### config.mk
export PLATFORM = sky130hd
export DESIGN_NAME = dsp_mac_seq
export DESIGN_NICKNAME = d
export VERILOG_FILES = /design/src/rtl/dsp_seq_pkg.sv /design/src/rtl/dsp_tag_pipe.sv /design/src/rtl/dsp_mac_seq.sv
export SDC_FILE = /design/constraint.sdc
export NUM_CORES = 1
export LEC_CHECK = 0
export BUFFER_PORTS_ARGS = -buffer_cell sky130_fd_sc_hd__buf_2
export CORE_MARGIN = 4
export CORE_UTILIZATION = 48
export DETAILED_ROUTE_END_ITERATION = 6
export PLACE_DENSITY = 0.91
export SKIP_LAST_GASP = 1
export SLEW_MARGIN = 20
export SYNTH_ARGS = -nofsm -noshare
export SYNTH_HDL_FRONTEND = slang
export SYNTH_SLANG_ARGS = --single-unit
### constraint.sdc
create_clock -name CLK -period 6.28 [get_ports CLK]
set_input_delay 1.256 -clock CLK [delete_from_list [all_inputs] [get_ports CLK]]
set_output_delay 1.256 -clock CLK [all_outputs]
set_load 0.05 [all_outputs]
### src/rtl/dsp_seq_pkg.sv
// Shared types and constants for the DSP48A1 MAC sequencer.
//   state_e : sequencer FSM states
//   tag_t   : per-issue tag carried alongside the slice pipeline
//   OPM_*   : OPMODE words presented to the slice
package dsp_seq_pkg;

  typedef enum logic [1:0] {
    StIdle,
    StRun,
    StDrain,
    StDone
  } state_e;

  typedef struct packed {
    logic valid;
    logic first;
    logic last;
  } tag_t;

  // OPMODE[3:2] selects Z, OPMODE[1:0] selects X. Upper bits stay zero:
  // add, no pre-adder, carry-in 0.
  localparam logic [7:0] OPM_FIRST = 8'h01;  // X=M, Z=0
  localparam logic [7:0] OPM_ACC   = 8'h09;  // X=M, Z=P
  localparam logic [7:0] OPM_HOLD  = 8'h08;  // X=0, Z=P

  function automatic logic [7:0] tag_opmode(input logic valid, input logic first);
    if (!valid) begin
      return OPM_HOLD;
    end
    return first ? OPM_FIRST : OPM_ACC;
  endfunction

endpackage

### src/rtl/dsp_tag_pipe.sv
// Shift register of issue tags that tracks operand pairs through the slice.
//   clk_i, rst_i   : clock, asynchronous active-high reset
//   tag_i          : tag of the pair issued this cycle (valid=0 for bubbles)
//   stage1_valid_o : stage 1 holds a pair (one cycle after issue)
//   stage1_first_o : that pair is the first of its job
//   capture_o      : stage Depth holds the last pair of the job
module dsp_tag_pipe
  import dsp_seq_pkg::*;
#(
  parameter int unsigned Depth = 3
) (
  input  logic clk_i,
  input  logic rst_i,
  input  tag_t tag_i,
  output logic stage1_valid_o,
  output logic stage1_first_o,
  output logic capture_o
);

  tag_t pipe_q [Depth];

  always_ff @(posedge clk_i or posedge rst_i) begin
    if (rst_i) begin
      for (int i = 0; i < int'(Depth); i++) begin
        pipe_q[i] <= '0;
      end
    end else begin
      pipe_q[0] <= tag_i;
      for (int i = 1; i < int'(Depth); i++) begin
        pipe_q[i] <= pipe_q[i-1];
      end
    end
  end

  assign stage1_valid_o = pipe_q[0].valid;
  assign stage1_first_o = pipe_q[0].first;
  assign capture_o      = pipe_q[Depth-1].valid & pipe_q[Depth-1].last;

endmodule

### src/rtl/dsp_mac_seq.sv
// Streaming multiply-accumulate sequencer for one DSP48A1 slice.
// Accepts a job length, streams that many (a, b) pairs into the slice and
// returns the 48-bit dot product with a one-cycle result_valid pulse.
//   CLK, RST                 : clock, asynchronous active-high reset
//   start, len               : job request and length (sampled in idle)
//   in_valid, in_ready       : operand stream handshake
//   a_in, b_in               : operands
//   dsp_A/B, dsp_CEA/CEB     : slice operand inputs and clock enables
//   dsp_OPMODE, dsp_P        : slice opmode (registered in slice) and P output
//   busy, result, result_valid : status and final accumulation
module dsp_mac_seq
  import dsp_seq_pkg::*;
#(
  parameter int unsigned LEN_W    = 8,
  parameter int unsigned PIPE_LAT = 3
) (
  input  logic             CLK,
  input  logic             RST,
  input  logic             start,
  input  logic [LEN_W-1:0] len,
  input  logic             in_valid,
  output logic             in_ready,
  input  logic [17:0]      a_in,
  input  logic [17:0]      b_in,
  output logic [17:0]      dsp_A,
  output logic [17:0]      dsp_B,
  output logic             dsp_CEA,
  output logic             dsp_CEB,
  output logic [7:0]       dsp_OPMODE,
  input  logic [47:0]      dsp_P,
  output logic             busy,
  output logic [47:0]      result,
  output logic             result_valid
);

  state_e           state_q, state_d;
  logic [LEN_W-1:0] len_q, len_d;
  logic [LEN_W-1:0] cnt_q, cnt_d;
  logic [47:0]      result_q, result_d;
  logic             result_valid_q, result_valid_d;
  logic             zero_q, zero_d;  // marks the done cycle of a zero-length job

  logic issue;
  logic capture;
  logic stage1_valid;
  logic stage1_first;
  tag_t tag_in;

  assign in_ready = (state_q == StRun);
  assign issue    = in_valid & in_ready;

  assign dsp_CEA = issue;
  assign dsp_CEB = issue;
  assign dsp_A   = issue ? a_in : '0;
  assign dsp_B   = issue ? b_in : '0;

  assign tag_in.valid = issue;
  assign tag_in.first = issue & (cnt_q == '0);
  assign tag_in.last  = issue & (cnt_q == len_q - LEN_W'(1));

  dsp_tag_pipe #(
    .Depth(PIPE_LAT)
  ) u_tag_pipe (
    .clk_i         (CLK),
    .rst_i         (RST),
    .tag_i         (tag_in),
    .stage1_valid_o(stage1_valid),
    .stage1_first_o(stage1_first),
    .capture_o     (capture)
  );

  // Driven from stage 1 because the slice registers OPMODE alongside M.
  assign dsp_OPMODE = tag_opmode(stage1_valid, stage1_first);

  always_comb begin
    state_d        = state_q;
    len_d          = len_q;
    cnt_d          = cnt_q;
    result_d       = result_q;
    result_valid_d = 1'b0;
    zero_d         = 1'b0;

    case (state_q)
      StIdle: begin
        if (start) begin
          cnt_d = '0;
          if (len != '0) begin
            len_d   = len;
            state_d = StRun;
          end else begin
            zero_d  = 1'b1;
            state_d = StDone;
          end
        end
      end
      StRun: begin
        if (issue) begin
          cnt_d = cnt_q + LEN_W'(1);
          if (tag_in.last) begin
            state_d = StDrain;
          end
        end
      end
      StDrain: begin
        if (capture) begin
          state_d = StDone;
        end
      end
      StDone: begin
        state_d = StIdle;
        if (zero_q) begin
          result_d       = '0;
          result_valid_d = 1'b1;
        end
      end
      default: state_d = StIdle;
    endcase

    if (capture) begin
      result_d       = dsp_P;
      result_valid_d = 1'b1;
    end
  end

  always_ff @(posedge CLK or posedge RST) begin
    if (RST) begin
      state_q        <= StIdle;
      len_q          <= '0;
      cnt_q          <= '0;
      result_q       <= '0;
      result_valid_q <= 1'b0;
      zero_q         <= 1'b0;
    end else begin
      state_q        <= state_d;
      len_q          <= len_d;
      cnt_q          <= cnt_d;
      result_q       <= result_d;
      result_valid_q <= result_valid_d;
      zero_q         <= zero_d;
    end
  end

  assign busy         = (state_q != StIdle);
  assign result       = result_q;
  assign result_valid = result_valid_q;

endmodule

# Word level (Yosys, flattened, before mapping)
# Index checks and enable logic that the tools add are counted.
# classes
n_addsub,2
eq_ne,8
muxes,22
n_bitwise,4
reduce_logical,11
# ops
op,count
$mux W48,3
$mux W18,2
$mux W8,2
$pmux W8 S2,1
$mux W2,5
$add A8 B1 Y8 const B,1
$eq A8 B8 Y1,1
$logic_not A8 Y1,1
$mux W4,2
$pmux W2 S4,1
$reduce_bool A2 Y1,4
$reduce_bool A8 Y1,1
$sub A8 B1 Y8 const B,1
$mux W1,6
$reduce_and A3 Y1,2
$and A1 B1 Y1,4
$eq A2 B2 Y1 const B,2
$ne A2 B1 Y1 const B,2
$ne A2 B2 Y1 const B,2
$reduce_and A4 Y1,1
$eq A2 B1 Y1 const B,1
$logic_not A2 Y1,1
$reduce_and A2 Y1,1
# word_totals
register_bits,75
input_bits,96
elab_cells,60

# Depth between registers and ports, before layout
# Gate-level depths: netlist of run 1.
# depth
ltp_word,6
mapped_depth,10
ltp_nobuf,9

# Modules after synthesis
# Synthesis of run 1 repeated with hierarchy kept, for this count alone.
# unflattened
cells_unflattened,306
area_unflattened_um2,3460.8
# modules_own_cells
mod,n_inst,cells_each,area_per_inst_um2,seq_area_each_um2
dsp_mac_seq,1,297,3275.6,1701.6
dsp_tag_pipe,1,9,185.2,175.2

# Worst setup path before layout of run 1
# OpenSTA, ideal clock, no wires.
# synth_timing
path_type,in2out
startpoint,input port in_valid
endpoint,output port dsp_CEB
t_arrival_ns,2.402
required_ns,5.024
slack_ns,2.622
stages,3
n_path_buf,1
cell_sequence,inv_1 -> nor2_1 -> buf_4
# synth_via
elab_chain_cells,1
# synth_rtl
element,line,source
from (decl),dsp_mac_seq.sv:21,"input logic in_valid,"
$and A1 B1 Y1,dsp_mac_seq.sv:50,assign issue = in_valid & in_ready;
to (decl),dsp_mac_seq.sv:28,"output logic dsp_CEB,"
# Every way passes these cells.

# Final worst setup path of run 1
# layout_timing
startpoint,input port in_valid
endpoint,output port dsp_CEA
# layout_via
elab_chain_cells,1
# layout_rtl
element,line,source
$and A1 B1 Y1,dsp_mac_seq.sv:50,
to (decl),dsp_mac_seq.sv:27,"output logic dsp_CEA,"
# Every way passes these cells.

==> summary.txt, run 1 <==
Timing
  – Slack of the critical path: roughly 2600 ps
  – Count of final hold-check violations: 0
  – Final Max Tran Viols: 0
  – Tmin final: 3710 ps
  – Max frequency: between 0.2 and 0.3 GHz
  – Setup violations, final: 0
  – Max_slew headroom: about two fifths
  – Final cycle utilization of the critical path: approximately 60%
  – Hold slack: approximately 360 ps
  – Setup TNS: 0 ps
  – Worst Max-Slew Pin Slew: between 900 and 1000 ps
  – Skew final: between 10 and 15 ps
  – RSZ-0062 raised after global routing: false

Synth
  – Yosys top cell area share: 54.3%
  – Register area share after synthesis: approximately 54%
  – Synth cell count leaders: dfrtp_1, a22o_1, and3_1
  – Seq cells post-synth: 75
  – Area fraction in compound gates after synthesis: between 10% and 20%
  – Synth Flop Type: dfrtp_1
  – Count leader, synth: dfrtp_1
  – Mapped Area: around 0.0035 mm2
  – Warnings, synthesis: 0
  – Leading area contributor after synthesis: dfrtp_1
  – Post-synth EDFFs: 0
  – Post-Synthesis Cells: between 300 and 400
  – Synthesized area per cell: 11.3 um2
  – Synth Area in XOR/XNOR: ~3.8%
  – Synth top area cells: dfrtp_1, a22o_1, and3_1
  – Netlist cell types: 41
  – Post-Synth Simple-Gate Area: 14.1%
  – Fraction of synthesized area in multiplexers: roughly 2.5%
  – Combinational family with the most area after synthesis: compound AO/OA/AOI/OAI gates
  – Adder-cell share of the synthesized area: roughly 2.9%
  – Ys async rst share: 100%

GRT
  – Largest net degree at the start of global routing: 76
  – Vias in the first global route: roughly 3k
  – Antenna violations before repair: 0
  – Tot GR Track Use: between 20 and 25%
  – First-pass GRT wire length: roughly 15 mm
  – Total grt overflow: 0

Floorplanning
  – Chip width: 92.8 um
  – Ports: between 150 and 200
  – Starting density of the core: about 50%
  – Row count: 30
  – Die area: 0.00862 mm2
  – Die Span Y: 92.8 um
  – Core ar.: a little under 0.007 mm2

Power and ir drop
  – Leak pwr: ~2.7 nW
  – Pwr Density: about 380 mW/mm2
  – Worst VDD drop: between 0.2 and 0.3 mV

Routing
  – Met3 Wirelength: between 800 and 900 um
  – Met2 WL post-DR: approximately 4.7 mm
  – Top layer in use: met4
  – Routed via count: around 3k
  – Final WL: between 9 and 10 mm
  – DRT iter0 DRCs: 74
  – Avg WL per Cell: 16.4 um
  – Met1 WL: roughly 3.9 mm
  – Post-route ant nets: 0
  – DRC viols: 0
  – Via/cell ratio: just over 5
  – 1st-pass router iterations: 4

Min path
  – Hold WC Path Type: register to register

Place
  – Placed wire-length estimate: 6.96 mm
  – Setup Slack @ Placement: 2600 ps
  – Port Buffers: about 190
  – Dpl cells: 563
  – GPL Wtd Cong: 0.901

Layout
  – # diodes: 0
  – Layout Nets: approximately 600
  – Area Growth Syn to Fin: 34.3%
  – Non-Filler Instances: 580
  – Fraction of layout cells with a size suffix above 1: approximately 45%
  – Finished Core Util: 67.2%

Clock network
  – CTS Hold Bufs: 0
  – H-tree levels: 3
  – CTS buffer count: 9
  – Worst skew pair latency: 340 ps
  – CTS Buffer Depth: 2
  – Clk pin slew, worst setup/hold paths: approximately 80 ps
  – Root Buffer: clkbuf_8
  – CTS resizes: 0
  – CTS tree: yes
  – Clk sink count: 75
  – Post-CTS Setup Inserts: 0

Critical path
  – CP arrival: ~2500 ps
  – Crit path max fanout: 42
  – Source of the critical timing path: in_valid
  – R2R depth: 9
  – Critical Path Sink Type: primary output
  – CP Data Required Time: approximately 5000 ps
  – Reg-to-reg slack, setup: 3550 ps
  – Crit-path slowest cell: buf_2
  – RR Startpoint: state_q[1]$_DFFE_PP0P_
  – Worst setup path end: dsp_CEA
  – Max stage delay on crit path: about 420 ps
  – Crit path kind: input port to primary output
  – CP cell instances: buf_2, inv_1, nor2_1, buf_2
  – Crit path top cell by count: buf_2
  – R2r endpoint: state_q[1]$_DFFE_PP0P_
  – Startpoint types: input port

Status
  – Outcome: complete, no violations

Flow run
  – Max Cap Viol: 0
worst max-delay path, delay by kind of cell:
| family | cells | cell delay (ps) |
|---|---|---|
| buf+inv | 3 | 900 |
| simple gates | 1 | 290 |
registers in the layout, summed over array words and instances (netlist names):
name / count
u_tag_pipe.stage1_first_o: 1
u_tag_pipe.pipe_q: 5
zero_q: 1
state_q: 2
result_valid: 1
result: 48
len_q: 8
u_tag_pipe.stage1_valid_o: 1
cnt_q: 8
report_power, final:
group          internal (mW)  switching, mW
clock network          0.198          0.178
logic                  0.239          0.516
registers              0.553         0.0757
total                  0.989          0.770
worst min path at each step:
stage	cells past startpoint	slack, ps	from	endpoint
3_3_place_gp	0	330	u_tag_pipe.pipe_q[6]$_DFF_PP0_	u_tag_pipe.pipe_q[3]$_DFF_PP0_
6_report	0	360	u_tag_pipe.pipe_q[3]$_DFF_PP0_	u_tag_pipe.pipe_q[0]$_DFF_PP0_
3_5_place_dp	0	350	u_tag_pipe.pipe_q[6]$_DFF_PP0_	u_tag_pipe.pipe_q[3]$_DFF_PP0_
2_1_floorplan	0	330	u_tag_pipe.pipe_q[3]$_DFF_PP0_	u_tag_pipe.pipe_q[0]$_DFF_PP0_
4_1_cts	0	360	u_tag_pipe.pipe_q[3]$_DFF_PP0_	u_tag_pipe.pipe_q[0]$_DFF_PP0_
5_1_grt	0	360	u_tag_pipe.pipe_q[3]$_DFF_PP0_	u_tag_pipe.pipe_q[0]$_DFF_PP0_
per-stage QoR:
| step | power, mW | cell area [um2] |
|---|---|---|
| 2_1_floorplan | 1.22 | 3470 |
| 3_3_place_gp | 1.36 | 4400 |
| 3_5_place_dp | 1.39 | 4400 |
| 4_1_cts | 1.77 | 4610 |
| 5_1_grt | 1.86 | 4640 |
| 6_report | 1.76 | 4640 |
cell usage in the layout (no fill, tap or decap), drive strengths merged, types with 6 or more instances in the layout:
cell / Yosys / final
buf: 14 / 188
dfrtp: 75 / 75
a22o: 50 / 50
and3: 37 / 37
nor2: 13 / 13
nand2: 12 / 12
inv: 11 / 12
clkbuf: 16 / 10
o21ai: 10 / 10
xor2: 9 / 9
ha: 8 / 8
conb: 1 / 6
a21oi: 6 / 6
layout make-up:
cell class                 instances  area (um2)
fill                             519        2270
timing repair buffer             188         966
clock buffer                      10         138
multi-input combinational        194        1420
clock inverter                     6        72.6
sequential                        75        1880
inverter                          11        41.3
tap                               96         120
metal layers:
layer	global-route usage, %	vias up
li1	-	1443
met3	5.44	6
met2	37.0	154
met4	5.98	0
met5	0	-
met1	28.8	1406
kinds of logic after synthesis:
| kind of cell | Yosys count |
|---|---|
| compound gates | 73 |
| xor+xnor | 14 |
| fa+ha+maj | 8 |
| buf+inv | 41 |
| flops | 75 |
| mux | 8 |
| other cells | 1 |
| simple gates | 85 |
Power figures use the tool's default switching activity.
==> run 2, diff against run 1 <==
--- a/config.mk
+++ b/config.mk
@@ -7,9 +7,9 @@
 export LEC_CHECK = 0
 export BUFFER_PORTS_ARGS = -buffer_cell sky130_fd_sc_hd__buf_2
 export CORE_MARGIN = 4
-export CORE_UTILIZATION = 48
+export CORE_UTILIZATION = 40
 export DETAILED_ROUTE_END_ITERATION = 6
-export PLACE_DENSITY = 0.91
+export PLACE_DENSITY = 0.81
 export SKIP_LAST_GASP = 1
 export SLEW_MARGIN = 20
 export SYNTH_ARGS = -nofsm -noshare
==> constraint.sdc (replaced) <==
create_clock -name CLK -period 3.3 [get_ports CLK]
set_input_delay 0.66 -clock CLK [delete_from_list [all_inputs] [get_ports CLK]]
set_output_delay 0.66 -clock CLK [all_outputs]
set_load 0.05 [all_outputs]
==> run 2 against run 1 <==
  * First-iteration DRC count rose by 18%
  * Die area is 18% higher
  * Critical path type is now register to primary output
  * Hold slack worse by 61 ps
  * Core utilization decreased by 11 points
  * Routed wire length shrank 6.9%
  * Final cell count rose by 2.1%
  * Sequential power grew 91%
==> summary.txt, run 2 (synthesized netlist as in run 1, its figures left out) <==
Layout
  – Fraction of layout cells with a size suffix above 1: 45.6%
  – Commonest non-fill, non-tap cell in the layout: buf_2
  – Max reg flops: 48
  – # fillers: about 700
  – Most frequent cells in the layout: buf_2, dfrtp_1, a22o_1, and3_1, nor2_1
  – # diodes: 0
  – Layout Nets: 586
  – Finished Core Util: about 56%
  – Area Growth Syn to Fin: 35.2%

Floorplanning
  – Chip width: approximately 100 um
  – Core ar.: about 0.0083 mm2
  – Row count: 33
  – Starting density of the core: 41.6%
  – Ports: approximately 190
  – Die area: 0.0102 mm2
  – Die Span Y: between 100 and 150 um

Routing
  – DRC viols: 0
  – Routed via count: around 3.0k
  – Final WL: 8.87 mm
  – Post-route ant nets: 0
  – Via/cell ratio: roughly 5
  – DRT iter0 DRCs: 87
  – 1st-pass router iterations: 4
  – Avg WL per Cell: 15.0 um

Power and ir drop
  – Pwr Density: between 700 and 800 mW/mm2
  – Worst VDD drop: roughly 0.56 mV
  – Leak pwr: between 2 and 3 nW

GRT
  – Vias in the first global route: 3072
  – Antenna violations before repair: 0
  – Tot GR Track Use: 17.4%
  – First-pass GRT wire length: between 10 and 15 mm
  – Largest net degree at the start of global routing: 50
  – Total grt overflow: 0

Clock network
  – Clk pin slew, worst setup/hold paths: 80 ps
  – CTS Buffer Depth: 2
  – CTS tree: yes
  – Post-CTS Setup Inserts: 0
  – Root Buffer: clkbuf_8
  – CTS resizes: 0
  – Worst skew pair latency: roughly 340 ps
  – CTS buffer count: 9
  – Clk sink count: 75
  – CTS Hold Bufs: 0
  – H-tree levels: 3

Critical path
  – Startpoint types: register
  – Worst setup path end: dsp_CEA
  – Reg-to-reg slack, setup: between 700 and 800 ps
  – R2r endpoint: state_q[1]$_DFFE_PP0P_
  – RR Startpoint: state_q[1]$_DFFE_PP0P_
  – CP Data Required Time: about 2600 ps
  – CP arrival: ~2100 ps
  – Crit path kind: register to primary output
  – R2R depth: 10
  – Source of the critical timing path: state_q[1]$_DFFE_PP0P_
  – Critical Path Sink Type: primary output
  – Crit path max fanout: 43

Timing
  – Tmin final: 2800 ps
  – Max frequency: between 0.3 and 0.4 GHz
  – Setup TNS: 0 ps
  – Final cycle utilization of the critical path: ~85%
  – Skew final: ~12 ps
  – Worst Max-Slew Pin Slew: around 560 ps
  – Max_slew headroom: 62.8%
  – Setup violations, final: 0
  – RSZ-0062 raised after global routing: false
  – Final Max Tran Viols: 0
  – Count of final hold-check violations: 0

Place
  – Placed wire-length estimate: approximately 6.8 mm
  – Port Buffers: ~190
  – GPL Wtd Cong: 0.818

Status
  – Outcome: complete, no violations

Flow run
  – Max Cap Viol: 0

Min path
  – Hold WC Path Type: input port to async pin
## run 2: cell count changes in the layout (fill, tap and decap cells not counted), sizes merged
cell,before,now
buf,188,191
clkinv,3,1
inv,12,14
bufinv,1,2
clkinvlp,1,0
## run 2: metal layers
metal  up-vias  share of wire, %  global-route usage (%)
li1       1447                 -                       -
met3        11                10                    5.26
met2       180                47                    28.7
met1      1397                42                    22.3
met5         -                 0                       0
met4         0               1.0                    4.70
## run 2: how the worst min path moves through the flow
stage	slack [ps]	end	start	cells past startpoint
final	300	result[10]$_DFFE_PP0P_	RST	2
after global routing	310	result[10]$_DFFE_PP0P_	RST	2
after CTS	300	result[11]$_DFFE_PP0P_	RST	2
after detailed placement	340	u_tag_pipe.pipe_q[0]$_DFF_PP0_	u_tag_pipe.pipe_q[3]$_DFF_PP0_	0
after global placement	330	u_tag_pipe.pipe_q[3]$_DFF_PP0_	u_tag_pipe.pipe_q[6]$_DFF_PP0_	0
after floorplan	330	u_tag_pipe.pipe_q[0]$_DFF_PP0_	u_tag_pipe.pipe_q[3]$_DFF_PP0_	0
## run 2: area by class of cell
cell class | instances | area (um2) | share of cell area (%)
clock buffers | 10 | 138 | 2.95
clock inverters | 6 | 95.1 | 2.04
inverters | 11 | 41.3 | 0.884
multi-input cells | 194 | 1420 | 30.4
flip-flops and latches | 75 | 1880 | 40.2
well taps | 105 | 131 | 2.81
repair buffers | 191 | 968 | 20.7
## run 2: critical path, stage by stage (launching register included)
cell and delay (ps):
dfrtp_1 410, inv_1 130, ha_1 170, buf_4 300
inv_1 130, nor2_1 320, buf_2 340
## run 2: report_power, final
| part | total (mW) | switching, mW | internal (mW) |
|---|---|---|---|
| combinational | 1.42 | 0.969 | 0.456 |
| sequential | 1.20 | 0.147 | 1.05 |
| clock | 0.800 | 0.344 | 0.456 |
## run 2: metrics by stage
| step | total power [mW] | area [um2] | std cells | worst slack [ps] | hold WS [ps] |
|---|---|---|---|---|---|
| detailed placement | 2.64 | 4440 | 576 | 743 | 340 |
| global route | 3.64 | 4670 | 592 | 304 | 311 |
| floorplan | 2.32 | 3470 | 310 | 286 | 331 |
| finish | 3.42 | 4670 | 592 | 503 | 299 |
| CTS | 3.46 | 4670 | 592 | 484 | 296 |
| global placement | 2.60 | 4440 | 576 | 865 | 335 |
